File: src/rtl/cpu_pkg.sv
// Shared definitions for the multicycle ARM-subset CPU: FSM state encoding,
// opcode values and datapath select codes used by control, decoder and datapath muxes.
package cpu_pkg;

  typedef enum logic [3:0] {
    S_FETCH  = 4'd0,
    S_DECODE = 4'd1,
    S_MEMADR = 4'd2,
    S_MEMRD  = 4'd3,
    S_MEMWB  = 4'd4,
    S_MEMWR  = 4'd5,
    S_EXECR  = 4'd6,
    S_EXECI  = 4'd7,
    S_ALUWB  = 4'd8,
    S_BRANCH = 4'd9
  } state_e;

  localparam logic [1:0] OP_DP  = 2'b00;
  localparam logic [1:0] OP_MEM = 2'b01;
  localparam logic [1:0] OP_BR  = 2'b10;
  localparam logic [1:0] OP_ILL = 2'b11;

  localparam logic [1:0] SRCA_RN     = 2'b00;
  localparam logic [1:0] SRCA_PC     = 2'b01;
  localparam logic [1:0] SRCA_ALUOUT = 2'b10;

  localparam logic [1:0] SRCB_RM   = 2'b00;
  localparam logic [1:0] SRCB_IMM  = 2'b01;
  localparam logic [1:0] SRCB_FOUR = 2'b10;

  localparam logic [1:0] RES_ALUOUT = 2'b00;
  localparam logic [1:0] RES_DATA   = 2'b01;
  localparam logic [1:0] RES_ALU    = 2'b10;

  localparam logic [3:0] REG_PC = 4'd15;

  // States that hold mem_req high and may stall on mem_ready.
  function automatic logic is_mem_wait(input state_e s);
    return (s == S_FETCH) || (s == S_MEMRD) || (s == S_MEMWR);
  endfunction

endpackage

File: src/rtl/multicycle_ctrl_if.sv
// Instruction-field inputs, memory handshake and datapath control outputs of
// the multicycle sequencer; master is the controller, slave is the datapath side.
interface multicycle_ctrl_if;

  logic [1:0] op;
  logic [5:0] funct;
  logic [3:0] rd;
  logic       no_write;
  logic       cond_ex;
  logic       mem_ready;

  logic       mem_req;
  logic       adr_src;
  logic       ir_write;
  logic       pc_write;
  logic       reg_write;
  logic       mem_write;
  logic [1:0] alu_src_a;
  logic [1:0] alu_src_b;
  logic [1:0] result_src;
  logic       alu_op;
  logic       instr_done;
  logic       bus_err;
  logic       illegal;

  modport master (
    input  op, funct, rd, no_write, cond_ex, mem_ready,
    output mem_req, adr_src, ir_write, pc_write, reg_write, mem_write,
           alu_src_a, alu_src_b, result_src, alu_op, instr_done, bus_err, illegal
  );

  modport slave (
    output op, funct, rd, no_write, cond_ex, mem_ready,
    input  mem_req, adr_src, ir_write, pc_write, reg_write, mem_write,
           alu_src_a, alu_src_b, result_src, alu_op, instr_done, bus_err, illegal
  );

endinterface

File: src/rtl/multicycle_ctrl_mem_wait_timer.sv
// Memory wait-state counter: cleared whenever no access is pending, counts
// stalled cycles, and flags expiry once WAIT_MAX stalls have been seen.
module mem_wait_timer #(
  parameter int WAIT_MAX = 15,
  parameter int WAIT_W   = 4
) (
  input  logic clk,
  input  logic reset,
  input  logic clear,
  input  logic inc,
  output logic expired
);

  logic [WAIT_W-1:0] count_r;

  // Stall counter; clear has priority over increment.
  always_ff @(posedge clk or negedge reset) begin
    if (!reset) begin
      count_r <= '0;
    end else if (clear) begin
      count_r <= '0;
    end else if (inc) begin
      count_r <= count_r + WAIT_W'(1);
    end else begin
      count_r <= count_r;
    end
  end

  assign expired = (count_r == WAIT_W'(WAIT_MAX));

endmodule

File: src/rtl/multicycle_ctrl.sv
// Main sequencing FSM of the multicycle CPU: steps each instruction through
// fetch/decode/execute/memory/writeback and drives datapath selects and enables.
module multicycle_ctrl
  import cpu_pkg::*;
#(
  parameter int WAIT_MAX = 15,
  parameter int WAIT_W   = 4
) (
  input  logic                clk,
  input  logic                reset,
  multicycle_ctrl_if.master   bus
);

  state_e     state_r, state_nxt;
  logic       active_r;
  logic       in_wait_s, timeout_s, expired_s, tmr_clear_s, tmr_inc_s;

  logic       mem_req_s, adr_src_s, ir_write_s, pc_write_s, reg_write_s, mem_write_s;
  logic [1:0] alu_src_a_s, alu_src_b_s, result_src_s;
  logic       alu_op_s, instr_done_s, bus_err_s, illegal_s;

  // Holds every output low until the first edge after reset is released.
  always_ff @(posedge clk or negedge reset) begin
    if (!reset) begin
      active_r <= 1'b0;
    end else begin
      active_r <= 1'b1;
    end
  end

  // State register.
  always_ff @(posedge clk or negedge reset) begin
    if (!reset) begin
      state_r <= S_FETCH;
    end else begin
      state_r <= state_nxt;
    end
  end

  assign in_wait_s   = active_r && is_mem_wait(state_r);
  assign timeout_s   = in_wait_s && !bus.mem_ready && expired_s;
  assign tmr_clear_s = !in_wait_s || bus.mem_ready || timeout_s;
  assign tmr_inc_s   = in_wait_s && !bus.mem_ready;

  mem_wait_timer #(
    .WAIT_MAX (WAIT_MAX),
    .WAIT_W   (WAIT_W)
  ) u_wait_timer (
    .clk     (clk),
    .reset   (reset),
    .clear   (tmr_clear_s),
    .inc     (tmr_inc_s),
    .expired (expired_s)
  );

  // Next-state and per-state output decode.
  always_comb begin
    state_nxt    = state_r;
    mem_req_s    = 1'b0;
    adr_src_s    = 1'b0;
    ir_write_s   = 1'b0;
    pc_write_s   = 1'b0;
    reg_write_s  = 1'b0;
    mem_write_s  = 1'b0;
    alu_src_a_s  = SRCA_RN;
    alu_src_b_s  = SRCB_RM;
    result_src_s = RES_ALUOUT;
    alu_op_s     = 1'b0;
    instr_done_s = 1'b0;
    bus_err_s    = 1'b0;
    illegal_s    = 1'b0;

    if (!active_r) begin
      state_nxt = S_FETCH;
    end else begin
      case (state_r)
        S_FETCH: begin
          mem_req_s    = 1'b1;
          alu_src_a_s  = SRCA_PC;
          alu_src_b_s  = SRCB_FOUR;
          result_src_s = RES_ALU;
          if (timeout_s) begin
            // Abort without advancing PC; the fetch is retried from scratch.
            bus_err_s    = 1'b1;
            instr_done_s = 1'b1;
            state_nxt    = S_FETCH;
          end else if (bus.mem_ready) begin
            ir_write_s = 1'b1;
            pc_write_s = 1'b1;
            state_nxt  = S_DECODE;
          end else begin
            state_nxt = S_FETCH;
          end
        end
        S_DECODE: begin
          alu_src_a_s = SRCA_PC;
          alu_src_b_s = SRCB_FOUR;
          if (bus.op == OP_ILL) begin
            illegal_s    = 1'b1;
            instr_done_s = 1'b1;
            state_nxt    = S_FETCH;
          end else if (!bus.cond_ex) begin
            instr_done_s = 1'b1;
            state_nxt    = S_FETCH;
          end else begin
            case (bus.op)
              OP_MEM:  state_nxt = S_MEMADR;
              OP_BR:   state_nxt = S_BRANCH;
              OP_DP:   state_nxt = bus.funct[5] ? S_EXECI : S_EXECR;
              default: state_nxt = S_FETCH;
            endcase
          end
        end
        S_MEMADR: begin
          alu_src_a_s = SRCA_RN;
          alu_src_b_s = SRCB_IMM;
          state_nxt   = bus.funct[0] ? S_MEMRD : S_MEMWR;
        end
        S_MEMRD: begin
          mem_req_s = 1'b1;
          adr_src_s = 1'b1;
          if (timeout_s) begin
            bus_err_s    = 1'b1;
            instr_done_s = 1'b1;
            state_nxt    = S_FETCH;
          end else if (bus.mem_ready) begin
            state_nxt = S_MEMWB;
          end else begin
            state_nxt = S_MEMRD;
          end
        end
        S_MEMWB: begin
          result_src_s = RES_DATA;
          instr_done_s = 1'b1;
          if (bus.rd == REG_PC) begin
            pc_write_s = 1'b1;
          end else begin
            reg_write_s = 1'b1;
          end
          state_nxt = S_FETCH;
        end
        S_MEMWR: begin
          mem_req_s   = 1'b1;
          mem_write_s = 1'b1;
          adr_src_s   = 1'b1;
          if (timeout_s) begin
            bus_err_s    = 1'b1;
            instr_done_s = 1'b1;
            state_nxt    = S_FETCH;
          end else if (bus.mem_ready) begin
            instr_done_s = 1'b1;
            state_nxt    = S_FETCH;
          end else begin
            state_nxt = S_MEMWR;
          end
        end
        S_EXECR: begin
          alu_src_a_s = SRCA_RN;
          alu_src_b_s = SRCB_RM;
          alu_op_s    = 1'b1;
          state_nxt   = S_ALUWB;
        end
        S_EXECI: begin
          alu_src_a_s = SRCA_RN;
          alu_src_b_s = SRCB_IMM;
          alu_op_s    = 1'b1;
          state_nxt   = S_ALUWB;
        end
        S_ALUWB: begin
          result_src_s = RES_ALUOUT;
          instr_done_s = 1'b1;
          if (bus.no_write) begin
            state_nxt = S_FETCH;
          end else if (bus.rd == REG_PC) begin
            pc_write_s = 1'b1;
          end else begin
            reg_write_s = 1'b1;
          end
          state_nxt = S_FETCH;
        end
        S_BRANCH: begin
          alu_src_a_s  = SRCA_ALUOUT;
          alu_src_b_s  = SRCB_IMM;
          result_src_s = RES_ALU;
          pc_write_s   = 1'b1;
          instr_done_s = 1'b1;
          state_nxt    = S_FETCH;
        end
        default: begin
          state_nxt = S_FETCH;
        end
      endcase
    end
  end

  assign bus.mem_req    = mem_req_s;
  assign bus.adr_src    = adr_src_s;
  assign bus.ir_write   = ir_write_s;
  assign bus.pc_write   = pc_write_s;
  assign bus.reg_write  = reg_write_s;
  assign bus.mem_write  = mem_write_s;
  assign bus.alu_src_a  = alu_src_a_s;
  assign bus.alu_src_b  = alu_src_b_s;
  assign bus.result_src = result_src_s;
  assign bus.alu_op     = alu_op_s;
  assign bus.instr_done = instr_done_s;
  assign bus.bus_err    = bus_err_s;
  assign bus.illegal    = illegal_s;

endmodule
File: src/flat_wrapper.sv
// flat-port wrapper written by rule: the top's interface ports become plain ports
module multicycle_ctrl_flat import cpu_pkg::*;
#(
  parameter int WAIT_MAX = 15,
  parameter int WAIT_W   = 4
)
  (clk, reset, bus_op, bus_funct, bus_rd, bus_no_write, bus_cond_ex, bus_mem_ready, bus_mem_req, bus_adr_src, bus_ir_write, bus_pc_write, bus_reg_write, bus_mem_write, bus_alu_src_a, bus_alu_src_b, bus_result_src, bus_alu_op, bus_instr_done, bus_bus_err, bus_illegal);
  multicycle_ctrl_if bus_i ();
  input  logic clk;
  input  logic reset;
  input wire logic [$bits(bus_i.op)-1:0] bus_op;
  input wire logic [$bits(bus_i.funct)-1:0] bus_funct;
  input wire logic [$bits(bus_i.rd)-1:0] bus_rd;
  input wire logic [$bits(bus_i.no_write)-1:0] bus_no_write;
  input wire logic [$bits(bus_i.cond_ex)-1:0] bus_cond_ex;
  input wire logic [$bits(bus_i.mem_ready)-1:0] bus_mem_ready;
  output wire logic [$bits(bus_i.mem_req)-1:0] bus_mem_req;
  output wire logic [$bits(bus_i.adr_src)-1:0] bus_adr_src;
  output wire logic [$bits(bus_i.ir_write)-1:0] bus_ir_write;
  output wire logic [$bits(bus_i.pc_write)-1:0] bus_pc_write;
  output wire logic [$bits(bus_i.reg_write)-1:0] bus_reg_write;
  output wire logic [$bits(bus_i.mem_write)-1:0] bus_mem_write;
  output wire logic [$bits(bus_i.alu_src_a)-1:0] bus_alu_src_a;
  output wire logic [$bits(bus_i.alu_src_b)-1:0] bus_alu_src_b;
  output wire logic [$bits(bus_i.result_src)-1:0] bus_result_src;
  output wire logic [$bits(bus_i.alu_op)-1:0] bus_alu_op;
  output wire logic [$bits(bus_i.instr_done)-1:0] bus_instr_done;
  output wire logic [$bits(bus_i.bus_err)-1:0] bus_bus_err;
  output wire logic [$bits(bus_i.illegal)-1:0] bus_illegal;
  assign bus_i.op = bus_op;
  assign bus_i.funct = bus_funct;
  assign bus_i.rd = bus_rd;
  assign bus_i.no_write = bus_no_write;
  assign bus_i.cond_ex = bus_cond_ex;
  assign bus_i.mem_ready = bus_mem_ready;
  assign bus_mem_req = bus_i.mem_req;
  assign bus_adr_src = bus_i.adr_src;
  assign bus_ir_write = bus_i.ir_write;
  assign bus_pc_write = bus_i.pc_write;
  assign bus_reg_write = bus_i.reg_write;
  assign bus_mem_write = bus_i.mem_write;
  assign bus_alu_src_a = bus_i.alu_src_a;
  assign bus_alu_src_b = bus_i.alu_src_b;
  assign bus_result_src = bus_i.result_src;
  assign bus_alu_op = bus_i.alu_op;
  assign bus_instr_done = bus_i.instr_done;
  assign bus_bus_err = bus_i.bus_err;
  assign bus_illegal = bus_i.illegal;
  multicycle_ctrl #(.WAIT_MAX(WAIT_MAX), .WAIT_W(WAIT_W)) u_core (.clk(clk), .reset(reset), .bus(bus_i));
endmodule
File: config.mk
export PLATFORM = sky130hd
export DESIGN_NAME = multicycle_ctrl_flat
export DESIGN_NICKNAME = d
export VERILOG_FILES = /design/src/rtl/cpu_pkg.sv /design/src/rtl/multicycle_ctrl_if.sv /design/src/rtl/multicycle_ctrl_mem_wait_timer.sv /design/src/rtl/multicycle_ctrl.sv /design/src/flat_wrapper.sv
export SDC_FILE = /design/constraint.sdc
export NUM_CORES = 1
export LEC_CHECK = 0
export ABC_AREA = 1
export BUFFER_PORTS_ARGS = -buffer_cell sky130_fd_sc_hd__buf_4
export CORE_MARGIN = 2
export CORE_UTILIZATION = 45
export DETAILED_ROUTE_END_ITERATION = 12
export MAX_ROUTING_LAYER = met4
export PLACE_DENSITY = 0.76
export SLEW_MARGIN = 30
export SYNTH_ARGS = -nofsm -noshare
export SYNTH_HDL_FRONTEND = slang
export SYNTH_HIERARCHICAL = 1
export SYNTH_SLANG_ARGS = --single-unit
File: constraint.sdc
create_clock -name clk -period 2 [get_ports clk]
set_input_delay 0.5 -clock clk [delete_from_list [all_inputs] [get_ports clk]]
set_output_delay 0.5 -clock clk [all_outputs]
set_load 0.01 [all_outputs]
==> results of run 1 <==
[registers in the layout, summed over array words and instances (netlist names)]
signal	flops
u_core/state_r	4
u_core/active_r	1
u_core/u_wait_timer/count_r	4
[placed cells by master, fill, tap and decap left out, types with 4 or more instances in the layout]
cell / count
buf_4: 42
dfrtp_1: 5
nor2_1: 16
dfrtp_2: 4
nand2_2: 6
nand2_1: 17
a21oi_1: 9
inv_2: 7
nor2_4: 5
nand3_1: 6
inv_1: 14
[layer usage]
layer | vias up | part of all wire (%)
met1 | 438 | 40
met4 | 0 | 0
met2 | 43 | 53
met5 | - | 0
li1 | 462 | -
met3 | 0 | 7.0
[layout make-up]
class,instances,area [um2],area share [%]
Inverter,22,86.3,7.20
Multi-Input combinational cell,82,492,41.0
Clock inverter,1,5.00,0.418
Sequential cell,9,230,19.2
Tap cell,16,20.0,1.67
Timing Repair Buffer,45,343,28.6
Clock buffer,3,22.5,1.88
[stage by stage]
| stage | setup WS [ns] | hold WS (ns) | util [%] |
|---|---|---|---|
| detailed placement | 0.0851 | 0.329 | 64.5 |
| finish | -0.151 | 0.0502 | 77.8 |
| global route | -0.255 | 0.0401 | 77.8 |
| global placement | 0.106 | 0.326 | 64.5 |
| CTS | -0.146 | 0.0395 | 70.2 |
| floorplan | 0.228 | 0.204 | - |
[worst max path at each step]
stage                      startpoint        endpoint  slack, ns  cells past startpoint
global placement    u_core/state_r[1]  bus_instr_done       0.11                     10
finish              u_core/state_r[2]  bus_instr_done      -0.15                     11
floorplan           u_core/state_r[1]  bus_instr_done       0.23                      9
global route        u_core/state_r[2]  bus_instr_done      -0.25                     11
CTS                 u_core/state_r[0]  bus_instr_done      -0.15                     11
detailed placement  u_core/state_r[3]  bus_instr_done       0.09                     10
[report_power, final]
group | leakage [uW] | internal, uW | switching [uW]
Combinational | 0.000498 | 105 | 107
Clock | 0.0000177 | 73.8 | 66.5
Sequential | 0.000116 | 197 | 19.0
Total | 0.000631 | 376 | 193
[cells by family (layout without fill, tap and decap cells)]
kind of cell	Yosys count	count (layout)
AO/OA/AOI/OAI	21	21
flip-flops	9	9
buffers and inverters	24	71
adder cells (fa/ha/maj)	1	1
AND/OR/NAND/NOR	59	59
other	1	1
[repair_timing]
item	4_1_cts	5_1_grt
endpoints found under the hold margin	0	0
pin swaps	5	12
setup buffers	3	12
resized for setup	14	12
endpoints found under the setup margin	7	11
hold buffers	0	0
==> run metrics, run 1 <==
status=complete, but fails checks; failing checks=negative setup slack; compound-cell area share of the yosys netlist=16.9%; HP Class=input pin to asynchronous set/reset pin; worst clock skew=0.00259 ns; Layout Area Growth over Synthesis=57.6%; placed insts=159; flip-flop and latch count after synthesis=9; GR Util met3=2.00%; dominant cells by area after synthesis=dfrtp_1 30%, inv_1 9.9%, nand2_1 9.4%, nor2_1 8.4%, a21oi_1 6.6%; # DRC=0; Worst Setup Start Kind=flop; adder-cell share of the synthesized area=1.64%; Synth top area share=29.6%; Setup crit end kind=output port; Cell Count, Final, Fillers Out=178; CP arrival=1.65 ns; post-route ant nets=0; vias in the first global route=884; Req. time, crit path=1.50 ns; clock slew at reported path FFs=0.07 ns; via count=943; grt ovf=0; final setup margin=-0.151 ns; setup TNS=-0.151 ns; Tot GR Track Use=23.1%; Post-Syn Area=761 um2; top-count cell post-synth=inv_1; max-slew violations=0; total die area=2040 um2; dominant cell type by area after synthesis=dfrtp_1; Clock Latency Late Sink=0.26 ns; asr flop ratio synth=100%; final instance area=1200 um2; initial detailed-routing violation count=15; clock sink count=9; XOR/XNOR Fraction of Synth Area=0%; Final setup viols=1; Netlist cell types=30; root buf cell=clkbuf_4; Die Ht=45.1 um; max_cap viols=0; Leak=0.000631 uW; Worst Path Max Fanout=4; Post-synth EDFFs=0; first-pass GRT wire length=3390 um; largest net degree at the start of global routing=16; number of CTS-inserted buffers=3; # IOs=33; Die Wd=45.1 um; RePlAce Congestion=0.895; FILL cells=125; row count=14; worst r2r dst=u_core/u_wait_timer/count_r[3]; Clock Tree Buf Depth=2; crit path cell chain=inv_2, nor2_4, nand2_2, nand3_2, nand2_2, o21bai_4, nand2_1, nand3_1, nand2_1, inv_2, buf_6; I/O Buffers=28; cells after synthesis=115; register area share after synthesis=29.6%; FF-to-FF path depth=11; worst r2r src=u_core/state_r[2]; Worst path slowest cell=dfrtp_1; Routed WL per cell=13.1 um; Crit Path Class=flop to output port; FMAX=465 MHz; layout cells sized above 1=51.9%; RSZ-0062 raised after global routing=yes; final hold violations=0; Commonest cells post-synth=20 x inv_1, 19 x nand2_1, 17 x nor2_1; minimum clock period=2.15 ns; met1 Resource Use GR=26.6%; core area=1540 um2; synthesized area per cell=6.62 um2; Worst R2R Setup Slack=0.29 ns; fraction of the mapped netlist area in simple logic gates=39.0%; met2 Use GR=40.3%; Routed WL=2330 um; VDD IR max=0.426 mV; Synth Warn #=6; TritonRoute pass-1 iters=4; Mapped Nets=133; vias per inst=5.30; Top FF cell, synth=dfrtp_1; CTS tree=built; mux cell area share after synthesis=0%; Power Dens Cells=475 nW/um2; NumNets Final=181; initial core utilization=49.4%; Antenna Cells=0; Top delay family on crit path=simple AND/OR/NAND/NOR gates; Final Cycle Share=108%; antenna violations before repair=0; largest family of logic cells by synthesized area=simple AND/OR/NAND/NOR gates; H-tree Lvls=1; layer with the highest usage=met2; CP bufs+invs=3; crit-path max cell delay=0.41 ns; Placed Area=995 um2; DP HPWL=1570 um; total power=569 uW
Power figures use the tool's default switching activity.
==> inputs of run 2 (changes only) <==
--- a/config.mk
+++ b/config.mk
@@ -5,7 +5,8 @@
 export SDC_FILE = /design/constraint.sdc
 export NUM_CORES = 1
 export LEC_CHECK = 0
-export ABC_AREA = 1
+export ABC_AREA = 0
+export ABC_CLOCK_PERIOD_IN_PS = 2000
 export BUFFER_PORTS_ARGS = -buffer_cell sky130_fd_sc_hd__buf_4
 export CORE_MARGIN = 2
 export CORE_UTILIZATION = 45
==> run 2 against run 1 <==
Net effect: the flow still finishes with violations (negative setup slack); maximum frequency fell by 3.9%; register-to-register slack got worse by 0.29 ns; core utilization fell by 1.5 points; cell count fell by 15%; sequential share of layout area fell by 0.15 points; critical path depth fell by 6; synthesized area rose by 0.82%; non-clock buffer count fell by 5; via count fell by 10%; first-iteration DRC count rose by 6.7%; setup slack got worse by 0.087 ns; sequential power fell by 11%.
==> run metrics, run 2 <==
HP Class=input pin to asynchronous set/reset pin; crit-path max cell delay=0.54 ns; core area=1560 um2; FMAX=447 MHz; # DRC=0; grt ovf=0; Worst path slowest cell=or4b_4; first-pass GRT wire length=3320 um; layout cells sized above 1=47.8%; Combinational Power Share=32.5%; status=complete, but fails checks; Met3 Routed Length=138 um; hold-fix buffers at CTS=0; H-tree Lvls=1; final hold violations=0; most frequent cells in the layout=37 x buf_4, 14 x nor2_1, 8 x dfrtp_1; Commonest cells post-synth=17 x nor2_1, 9 x dfrtp_1, 7 x nand2_1; Die Ht=45.3 um; Final Cycle Share=112%; final setup margin=-0.238 ns; TritonRoute pass-1 iters=4; number of CTS-inserted buffers=3; Flop pwr share=39.8%; initial core utilization=49.2%; initial detailed-routing violation count=16; RSZ-0062 raised after global routing=yes; Mapped Nets=116; Netlist cell types=37; Clock Tree Buf Depth=2; dominant cell type by area after synthesis=dfrtp_1; Worst Setup Start Kind=flop; mux cell area share after synthesis=4.57%; Antenna Cells=0; minimum clock period=2.24 ns; worst r2r dst=u_core/u_wait_timer/count_r[3]; DP HPWL=1650 um; commonest non-fill, non-tap cell in the layout=buf_4; vias per inst=5.58; worst r2r src=u_core/state_r[3]; Power Dens Cells=408 nW/um2; register area share after synthesis=29.4%; Crit Path Class=flop to output port; row count=14; via count=848; Req. time, crit path=1.50 ns; Post-synth EDFFs=0; Final setup viols=3; Post-Syn Area=767 um2; antenna violations before repair=0; failing checks=negative setup slack; CP arrival=1.74 ns; Top FF cell, synth=dfrtp_1; crit path cell chain=or4b_4, o22ai_4, and2_4, a21o_1, buf_4; Synth Warn #=6; asr flop ratio synth=100%; max-slew violations=0; total power=485 uW; largest net degree at the start of global routing=15; synthesized area per cell=7.83 um2; I/O Buffers=28; vias in the first global route=774; NumNets Final=155; Worst R2R Setup Slack=0 ns; # IOs=33; metal2 WL=1150 um; max_cap viols=0; Top Registers=u_core/state_r: 4 flops, u_core/u_wait_timer/count_r: 4 flops, u_core/active_r: 1 flops; CTS tree=built; worst clock skew=0.00669 ns; WHS=0.0515 ns; multi-input logic area=587 um2; top-count cell post-synth=nor2_1; flip-flop and latch count after synthesis=9; fraction of the mapped netlist area in simple logic gates=37.5%; dominant cells by area after synthesis=dfrtp_1 29%, nor2_1 8.3%, nand2b_1 4.9%, nor2b_1 4.1%, a21oi_1 3.9%; Int Pwr=342 uW; top routing layer in use=met4; cells after synthesis=98; clock sink count=9; Die Wd=45.3 um; clock slew at reported path FFs=0.06 ns; Clock Latency Late Sink=0.25 ns; P_sw=143 uW; Tot GR Track Use=22.5%; FF-to-FF path depth=7; Routed WL=2210 um; adder-cell share of the synthesized area=1.63%; post-route ant nets=0; Routed WL per cell=14.5 um; VDD IR max=0.391 mV; XOR/XNOR Fraction of Synth Area=4.57%; Synth top area share=29.4%; FF+latch area=226 um2; Leak=0.000576 uW; root buf cell=clkbuf_4; clock network fraction of total power=27.6%; Setup crit end kind=output port; wl on met1=878 um; RePlAce Congestion=0.794; Layout Area Growth over Synthesis=55.0%; total die area=2050 um2; Worst Path Max Fanout=2; largest family of logic cells by synthesized area=simple AND/OR/NAND/NOR gates; compound-cell area share of the yosys netlist=17.3%; FILL cells=115; Sw Ratio=29.6%
[run 2: cell types whose count changed in the layout (fill, tap and decap cells not counted), moves of 5 or more]
cell     previous run  this run
nor2_4              5         0
nand3_1             6         0
buf_4              42        37
inv_1              14         2
nand2_1            17         6
nand2_2             6         1
inv_2               7         0
[run 2: stage by stage]
stage	setup WS, ns	TNS [ns]	cell area, um2	cells	util (%)
finish	-0.238	-0.478	1190	152	76.2
global route	-0.299	-1.11	1190	152	76.2
CTS	-0.246	-0.566	1090	148	70.0
detailed placement	-0.193	-0.668	1040	144	66.9
global placement	-0.166	-0.497	1040	144	66.9
floorplan	-0.0744	-0.0744	781	98	-
[run 2: per-layer routing]
metal  global-route usage [%]  vias up
li1                         -      415
met1                     28.2      389
met2                     38.6       38
met3                     3.20        6
met4                     4.71        0
met5                        -        -
[run 2: timing repair]
| action | CTS | global route |
|---|---|---|
| pin swaps | 3 | 2 |
| setup buffers | 0 | 4 |
| endpoints found under the setup margin | 6 | 13 |
| resized for setup | 5 | 19 |
[run 2: kinds of logic (layout without fill, tap and decap cells)]
group / Yosys count / after routing
and+or+nand+nor: 53 / 53
other: 1 / 1
xor gates and xnor gates: 4 / 4
AOI/OAI and AO/OA: 19 / 19
buffers and inverters: 8 / 46
adders and majority gates: 1 / 1
muxes: 3 / 3
DFF: 9 / 9
[run 2: worst max-delay path by stage]
| stage | startpoint | end | slack, ns |
|---|---|---|---|
| 2_1_floorplan | bus_mem_ready | bus_instr_done | -0.07 |
| 3_3_place_gp | bus_mem_ready | bus_instr_done | -0.17 |
| 3_5_place_dp | bus_mem_ready | bus_instr_done | -0.19 |
| 4_1_cts | u_core/state_r[3] | bus_instr_done | -0.25 |
| 5_1_grt | u_core/state_r[3] | bus_instr_done | -0.30 |
| 6_report | u_core/state_r[3] | bus_instr_done | -0.24 |
[run 2: critical path: cells and delay by family (launching register included)]
| kind | cells | cell delay [ns] |
|---|---|---|
| buffers and inverters | 1 | 0.11 |
| and+or+nand+nor | 2 | 0.71 |
| DFF | 1 | 0.40 |
| AOI/OAI and AO/OA | 2 | 0.26 |
[run 2: final cells by class]
| class | count | share of cell area (%) |
|---|---|---|
| inverters | 2 | 0.632 |
| well taps | 16 | 1.68 |
| clock buffers | 3 | 1.89 |
| repair buffers | 40 | 26.9 |
| clock inverters | 1 | 0.421 |
| flip-flops and latches | 9 | 19.1 |
| multi-input cells | 81 | 49.4 |
[run 2: power by group through the flow]
stage	combinational [uW]	sequential, uW	clock [uW]
CTS	140	193	139
global route	172	193	148
floorplan	74.3	195	0
global placement	134	195	0
finish	158	193	134
detailed placement	137	195	0
